===== config.mk =====
export PLATFORM = sky130hd
export DESIGN_NAME = sha3_axis_absorb_padder
export DESIGN_NICKNAME = d
export VERILOG_FILES = /design/src/rtl/sha3_pkg.sv /design/src/rtl/sha3_axis_absorb_padder.sv
export SDC_FILE = /design/constraint.sdc
export NUM_CORES = 2
export LEC_CHECK = 0
export ABC_AREA = 1
export ABC_CLOCK_PERIOD_IN_PS = 127300
export BUFFER_PORTS_ARGS = -buffer_cell sky130_fd_sc_hd__buf_4
export CORE_AREA = 4 4 634 636
export CTS_CLUSTER_SIZE = 28
export DETAILED_ROUTE_END_ITERATION = 16
export DIE_AREA = 0 0 638 640
export GPL_ROUTABILITY_DRIVEN = 0
export HOLD_SLACK_MARGIN = 0.03
export PLACE_DENSITY = 0.43
export RECOVER_POWER = 100
export SLEW_MARGIN = 20
export SYNTH_ARGS = -nofsm -noshare
export SYNTH_HDL_FRONTEND = slang
export SYNTH_SLANG_ARGS = --single-unit

===== constraint.sdc =====
create_clock -name ACLK -period 127.3 [get_ports ACLK]
set_input_delay 25.46 -clock ACLK [delete_from_list [all_inputs] [get_ports ACLK]]
set_output_delay 25.46 -clock ACLK [all_outputs]
set_load 0.01 [all_outputs]

===== src/rtl/sha3_pkg.sv =====
// Shared SHA3 definitions: mode encoding, block geometry and padding bytes.
package sha3_pkg;

  localparam int STATE_W = 1600;
  localparam int BUF_BYTES = STATE_W / 8;
  localparam logic [7:0] PAD_DS = 8'h06;
  localparam logic [7:0] PAD_END = 8'h80;

  typedef enum logic [1:0] {
    MODE_224 = 2'd0,
    MODE_256 = 2'd1,
    MODE_384 = 2'd2,
    MODE_512 = 2'd3
  } mode_e;

  typedef enum logic [1:0] {
    ST_FILL     = 2'd0,
    ST_EMIT     = 2'd1,
    ST_EMIT_PAD = 2'd2
  } state_e;

  // Sponge rate in bytes for each output length; always a multiple of 8.
  function automatic logic [7:0] rate_bytes(input mode_e mode);
    logic [7:0] r;
    case (mode)
      MODE_224: r = 8'd144;
      MODE_256: r = 8'd136;
      MODE_384: r = 8'd104;
      MODE_512: r = 8'd72;
      default:  r = 8'd136;
    endcase
    return r;
  endfunction

endpackage


===== src/rtl/sha3_axis_absorb_padder.sv =====
// AXI-Stream message packer: gathers bytes into rate-sized blocks, applies
// SHA3 domain padding and presents 1600-bit blocks with valid/ready.
module sha3_axis_absorb_padder
  import sha3_pkg::*;
#(
  parameter int DATA_W = 16
) (
  input  logic                 ACLK,
  input  logic                 ARESET,
  input  logic [DATA_W-1:0]    s_tdata,
  input  logic [DATA_W/8-1:0]  s_tkeep,
  input  logic                 s_tlast,
  input  logic [1:0]           s_tuser,
  input  logic                 s_tvalid,
  output logic                 s_tready,
  output logic [STATE_W-1:0]   m_block,
  output logic [1:0]           m_mode,
  output logic                 m_last,
  output logic                 m_valid,
  input  logic                 m_ready
);

  localparam int NB = DATA_W / 8;
  localparam logic [7:0] NB_B = 8'(NB);

  state_e               r_state;
  logic [7:0]           r_off;
  logic [STATE_W-1:0]   r_buf;
  mode_e                r_mode;
  logic                 r_last;
  logic                 r_pad;
  logic                 r_valid;
  logic                 r_tready;

  state_e               w_state_n;
  logic [7:0]           w_off_n;
  logic [STATE_W-1:0]   w_buf_n;
  mode_e                w_mode_n;
  logic                 w_last_n;
  logic                 w_pad_n;
  logic [7:0]           w_nbytes;
  logic [7:0]           w_p;
  mode_e                w_cur_mode;
  logic [7:0]           w_rate;
  logic [7:0]           w_rate_emit;

  assign w_cur_mode  = (r_off == 8'd0) ? mode_e'(s_tuser) : r_mode;
  assign w_rate      = rate_bytes(w_cur_mode);
  assign w_rate_emit = rate_bytes(r_mode);
  assign w_p         = r_off + w_nbytes;

  // Valid byte count of the incoming word: full on non-last words, otherwise
  // the index of the lowest clear keep bit (so gaps truncate the word).
  always_comb begin
    w_nbytes = NB_B;
    if (s_tlast) begin
      for (int j = NB - 1; j >= 0; j--) begin
        if (!s_tkeep[j]) w_nbytes = 8'(j);
        else             w_nbytes = w_nbytes;
      end
    end else begin
      w_nbytes = NB_B;
    end
  end

  // Next-state, byte-indexed buffer writes and padding insertion.
  always_comb begin
    logic [7:0]        rel;
    logic [DATA_W-1:0] sh;
    rel       = 8'd0;
    sh        = '0;
    w_state_n = r_state;
    w_off_n   = r_off;
    w_buf_n   = r_buf;
    w_mode_n  = r_mode;
    w_last_n  = r_last;
    w_pad_n   = r_pad;
    case (r_state)
      ST_FILL: begin
        if (s_tvalid) begin
          w_mode_n = w_cur_mode;
          w_off_n  = w_p;
          for (int k = 0; k < BUF_BYTES; k++) begin
            rel = 8'(k) - r_off;
            sh  = s_tdata >> {rel, 3'b000};
            if ((8'(k) >= r_off) && (rel < w_nbytes)) begin
              w_buf_n[8*k +: 8] = sh[7:0];
            end else if (s_tlast && (8'(k) == w_p) && (w_p == w_rate - 8'd1)) begin
              w_buf_n[8*k +: 8] = PAD_DS | PAD_END;
            end else if (s_tlast && (8'(k) == w_p) && (w_p < w_rate - 8'd1)) begin
              w_buf_n[8*k +: 8] = PAD_DS;
            end else if (s_tlast && (8'(k) == w_rate - 8'd1) && (w_p < w_rate - 8'd1)) begin
              w_buf_n[8*k +: 8] = PAD_END;
            end else begin
              w_buf_n[8*k +: 8] = r_buf[8*k +: 8];
            end
          end
          if (s_tlast) begin
            w_state_n = ST_EMIT;
            w_last_n  = (w_p < w_rate);
            w_pad_n   = (w_p == w_rate);
          end else if (w_p == w_rate) begin
            w_state_n = ST_EMIT;
            w_last_n  = 1'b0;
            w_pad_n   = 1'b0;
          end else begin
            w_state_n = ST_FILL;
          end
        end else begin
          w_state_n = ST_FILL;
        end
      end
      ST_EMIT: begin
        if (m_ready) begin
          w_buf_n = '0;
          w_off_n = 8'd0;
          if (r_pad) begin
            // Message ended exactly on a block edge: emit a pure pad block.
            w_buf_n[7:0]                          = PAD_DS;
            w_buf_n[{w_rate_emit - 8'd1, 3'b000} +: 8] = PAD_END;
            w_state_n = ST_EMIT_PAD;
            w_last_n  = 1'b1;
            w_pad_n   = 1'b0;
          end else begin
            w_state_n = ST_FILL;
            w_last_n  = 1'b0;
          end
        end else begin
          w_state_n = ST_EMIT;
        end
      end
      ST_EMIT_PAD: begin
        if (m_ready) begin
          w_buf_n   = '0;
          w_off_n   = 8'd0;
          w_state_n = ST_FILL;
          w_last_n  = 1'b0;
        end else begin
          w_state_n = ST_EMIT_PAD;
        end
      end
      default: begin
        w_state_n = ST_FILL;
        w_buf_n   = '0;
        w_off_n   = 8'd0;
        w_last_n  = 1'b0;
        w_pad_n   = 1'b0;
      end
    endcase
  end

  // State and datapath registers; handshake outputs are registered decodes.
  always_ff @(posedge ACLK or posedge ARESET) begin
    if (ARESET) begin
      r_state  <= ST_FILL;
      r_off    <= 8'd0;
      r_buf    <= '0;
      r_mode   <= MODE_224;
      r_last   <= 1'b0;
      r_pad    <= 1'b0;
      r_valid  <= 1'b0;
      r_tready <= 1'b1;
    end else begin
      r_state  <= w_state_n;
      r_off    <= w_off_n;
      r_buf    <= w_buf_n;
      r_mode   <= w_mode_n;
      r_last   <= w_last_n;
      r_pad    <= w_pad_n;
      r_valid  <= (w_state_n != ST_FILL);
      r_tready <= (w_state_n == ST_FILL);
    end
  end

  assign m_block  = r_buf;
  assign m_mode   = r_mode;
  assign m_last   = r_last;
  assign m_valid  = r_valid;
  assign s_tready = r_tready;

endmodule


# ---- After elaboration in Yosys (flattened, before gate mapping)
# Cells that the tools add are included.
dict set report word_totals {
  ff_bits 1616
  inputBits 25
  out_inout_bits 1605
  word_cells 3876
}
dict set report classes {
  add_sub_neg 204
  order_cmp 402
  n_eq_ne 613
  shifts 202
  mux 831
  n_bitwise 4
  reduce_logical 1413
}
# cell count
set ops {}
lappend ops {{$mux W8} 804}
lappend ops {{$mux W1600} 4}
lappend ops {{$pmux W1600 S3} 1}
lappend ops {{$shr A16 B11 Y8} 200}
lappend ops {{$lt A8 B8 Y1} 202}
lappend ops {{$shift A8 B13 Y1600 const A} 1}
lappend ops {{$shiftx A8 B13 Y1600 const A} 1}
lappend ops {{$and A1598 B1598 Y1598} 1}
lappend ops {{$logic_and A1 B1 Y1} 1200}
lappend ops {{$eq A8 B8 Y1 const A} 144}
lappend ops {{$eq A7 B8 Y1 const A} 128}
lappend ops {{$ne A5 B5 Y1 const B} 200}
lappend ops {{$reduce_and A4 Y1} 202}
lappend ops {{$ge A8 B8 Y1 const A} 72}
lappend ops {{$sub A8 B8 Y8 const A} 72}
lappend ops {{$eq A6 B8 Y1 const A} 64}
lappend ops {{$ge A7 B8 Y1 const A} 64}
lappend ops {{$sub A7 B8 Y8 const A} 64}
lappend ops {{$eq A5 B8 Y1 const A} 32}
lappend ops {{$ge A6 B8 Y1 const A} 32}
lappend ops {{$sub A6 B8 Y8 const A} 32}
lappend ops {{$eq A4 B8 Y1 const A} 16}
lappend ops {{$ge A5 B8 Y1 const A} 16}
lappend ops {{$sub A5 B8 Y8 const A} 16}
lappend ops {{other kinds (34)} 101}

# ---- Depth between registers and ports, before layout
dict set report depth {
  word_depth 14
  ltp_mapped 27
  ltp_nobuf 22
}

# ---- Worst setup path after synthesis
# OpenSTA, ideal clock, no wires.
dict set report synth_path {
  path_kind {input -> register}
  from {input port s_tlast}
  to {register r_buf[1311], in the netlist m_block[1311]}
  setup_ns 0.125
  arrival_time_ns 29.049
  t_required_ns 127.175
  path_slack_ns 98.126
  path_stages 21
  n_path_buf 5
  cell_sequence {inv_1 clkbuf_1 clkbuf_1 nor3b_1 ha_1 inv_1 fa_1 buf_2 inv_1 nand3_1 nand2_1 inv_2 ha_1 a21oi_1 clkbuf_1 clkbuf_1 nand4_1 nand3_1 nand2_1 nand2_1 o21ai_1}
}
dict set report synth_between {
  elab_chain_cells 10
  word_cells_on_any_way 19
  cone_classes {add/sub: 1; order compare: 2; eq/ne: 3; mux: 6; reduce/logical: 7}
}
# element line_no
set synth_rtl {}
lappend synth_rtl {{start, declared} sha3_axis_absorb_padder.sv:12} ;# input logic s_tlast,
lappend synth_rtl {{branches (longest 10 deep; another with $add A8 B8 Y8)} -}
lappend synth_rtl {{end signal, assigned} sha3_axis_absorb_padder.sv:166} ;# r_buf <= w_buf_n;
lappend synth_rtl {{end, declared} sha3_axis_absorb_padder.sv:28} ;# logic [STATE_W-1:0] r_buf;
# Several ways; the timed one is not identified. The select of a mux whose other input is x is not followed.
# A chain may end at the register's enable or synchronous reset.

==> impl_metrics.tcl <==
set metrics [dict create \
    cts_setup_buffers 0 \
    fin_skew_ns 0.07103 \
    post-place-ws_ns 96.02 \
    slowest_stage "clkbuf_1" \
    syn_avg_cell_area_um2 7.583 \
    slew_viol_final 2004 \
    drt_iter0_drc 10020 \
    drive_gt1_share_pct 6.172 \
    die_x_um 638 \
    dieArea_um2 408300 \
    h-tree-depth 4 \
    ys_types 60 \
    gr-total-overflow 0 \
    dr.pass1.iters 9 \
    path_common_cell "clkbuf_1" \
    tightest_slew_ns 8.375 \
    drc 0 \
    port_buffers 1629 \
    cts_hold_buf 0 \
    min_path_type "flip-flop to flip-flop" \
    seqCellArea_um2 40450 \
    initial_utilization_pct 21.30 \
    cts-root-buf "clkbuf_16" \
    pwr_density_cell_nw_per_um2 17.76 \
    total_power_uw 1824 \
    vias_per_cell 4.962 \
    drt-total-wl_mm 603.4 \
    grt_pass1_vias 84020 \
    max_cap_viol_count 38 \
    num_vias 89290 \
    grt_max_degree 180 \
    die_y_um 640 \
    n_fill_cell 44970 \
    final_hold_viol_count 0 \
    required_ns 127.73 \
    syn_nets 11180 \
    ios 1630 \
    power.leakage_uw 0.04995 \
    setup_viol 0 \
    failed_checks "capacitance limit, slew limit" \
    synth_top_area_share_pct 47.95 \
    rsz0062_at_grt "false" \
    mostFrequentLayoutCell "nand2_1" \
    path_cells "clkbuf_4 > clkinvlp_2 > clkbuf_1 > clkbuf_1 > clkbuf_1 > clkbuf_1 > clkbuf_1" \
    netlist_area_um2 84290 \
    slowest_delay_ns 5.19 \
    ff2ff_path_depth 16 \
    final_cell_mix "nand2_1, clkbuf_1, dfrtp_1" \
    synth_edf_count 0 \
    grt_usage_pct 28.33 \
    clk_latency_ns 0.96 \
    cts_buffers 210 \
    period_minus_slack_ns 42.28 \
    synth_seq_cells 1616 \
    yosysWarnings 0 \
    core.rowCount 231 \
    critPathCaptureType "asynchronous set/reset pin" \
    arrival_ns 42.71 \
    worstHoldPathCells 2 \
    synth_cells 11120 \
    yosysTopAreaCell "dfrtp_1" \
    path_max_fanout 129 \
    cts_tree "yes" \
    ir_drop_mv 0.01078 \
    fp.coreArea_um2 395700 \
    outcome "finished, violations left" \
    ctsLongestPathBuffers 4 \
    fin_crit_sh_pct 33.21 \
    multi_input_area_um2 38670 \
    async_flop_share_pct 100.0 \
    antenna_found_initial 69 \
    synth_area_leaders "dfrtp_1, nand2_1, nand3_1" \
    setup_tns_ns 0 \
    postRouteAntennaNets 0 \
    worst_setup_path_start_kind "primary input" \
    synth-seq-area-share_pct 47.98 \
    fin_nets 12620 \
    critical_path_class "primary input to asynchronous set/reset pin" \
    cts_sinks 1616 \
    synth_top_flop_cell "dfrtp_1" \
    dp_hpwl_mm 456.8 \
    max_freq_mhz 23.65 \
    grt_pass1_wl_mm 792.9 \
    wl_per_cell_um 33.53 \
    hold_ws_ns 0.4664 \
    finalWorstSetupSlack_ns 85.02 \
    syn_to_final_growth_pct 21.88 \
    slew_headroom_pct -458.3 \
    clk_pin_slew_worst_paths_ns 0.06 \
    cts_resized 0 \
]
-- state kept, by name, indices dropped and copies added (netlist names) --
signal	cells
m_valid	1
r_pad	1
m_last	1
s_tready	1
r_off	8
m_mode	2
m_block	1600
r_state	2
-- path summary, 6_finish.rpt --
path	to	slack, ns	from
max	m_block[1094]	85.02	ARESET
min	m_block[582]	0.47	m_block[582]
max reg2reg	m_block[872]	113.90	r_off[5]
min reg2reg	m_block[582]	0.47	m_block[582]
max in group ACLK	m_block[872]	89.23	s_tlast
min in group asynchronous	m_block[414]	25.62	ARESET
-- where the power goes --
part	leakage, µW	total [µW]	internal (µW)	switching (µW)
clock network	0.00347	631	370	262
logic	0.0242	609	95.9	513
registers	0.0222	584	556	28.2
total	0.0500	1820	1020	802
-- synth_stat cells, types with 10 or more instances --
| cell type | number |
|---|---|
| buf_1 | 41 |
| inv_2 | 27 |
| nor3_2 | 10 |
| nand2_1 | 4198 |
| buf_6 | 25 |
| nand3b_1 | 13 |
| o21ai_0 | 293 |
| nor2_1 | 669 |
| nand2_2 | 98 |
| nor2_2 | 29 |
| inv_1 | 525 |
| nor3_1 | 121 |
| xor2_1 | 99 |
| clkbuf_1 | 378 |
| buf_4 | 31 |
| nand4_1 | 458 |
| dfrtp_1 | 1615 |
| nand3_2 | 13 |
| nand3_1 | 1001 |
| o21bai_2 | 35 |
| o211ai_1 | 357 |
| or2_2 | 67 |
| ha_1 | 34 |
| o22ai_1 | 20 |
| o21ai_1 | 525 |
| o21ai_2 | 77 |
| clkinv_1 | 13 |
| a21oi_1 | 105 |
| buf_2 | 139 |
-- through the flow --
step                utilization, %  cells  cell area (µm²)
floorplan                        -  11120            84290
global placement             25.90  17590           102500
detailed placement           25.90  17590           102500
CTS                          27.69  17960           109600
global route                 25.95  17970           102700
finish                       25.96  17990           102700
-- cell type report --
cell class	instances	share of cell area [%]
clock buffer	300	5.954
multi-input combinational	8321	37.65
clock inverter	72	0.9378
timing repair buffer	1844	7.537
sequential	1616	39.38
inverter	565	2.079
tap	5242	6.385
antenna	34	0.08282
-- critical path, delay by kind of cell --
kind / cells / cell delay [ns]
buffers and inverters: 7 / 16.75
-- metal layers --
metal / wire length [µm] / part of all wire, % / global-route usage (%) / vias up
met2: 264900 / 44 / 44.16 / 4299
li1: - / - / - / 39780
met5: 108 / 0.018 / 0 / -
met3: 53370 / 8.8 / 8.141 / 1116
met1: 243100 / 40 / 35.27 / 44080
met4: 41910 / 6.9 / 15.21 / 16
-- cell families after synthesis --
| group | Yosys count | synth area share [%] |
|---|---|---|
| AND/OR/NAND/NOR | 6711 | 33.91 |
| flip-flops | 1616 | 47.98 |
| AO/OA/AOI/OAI | 1472 | 10.66 |
| buffers and inverters | 1179 | 5.818 |
| XOR/XNOR | 102 | 1.078 |
| adder cells (fa/ha/maj) | 36 | 0.5522 |
No activity file was read; power rests on OpenSTA's default activity.
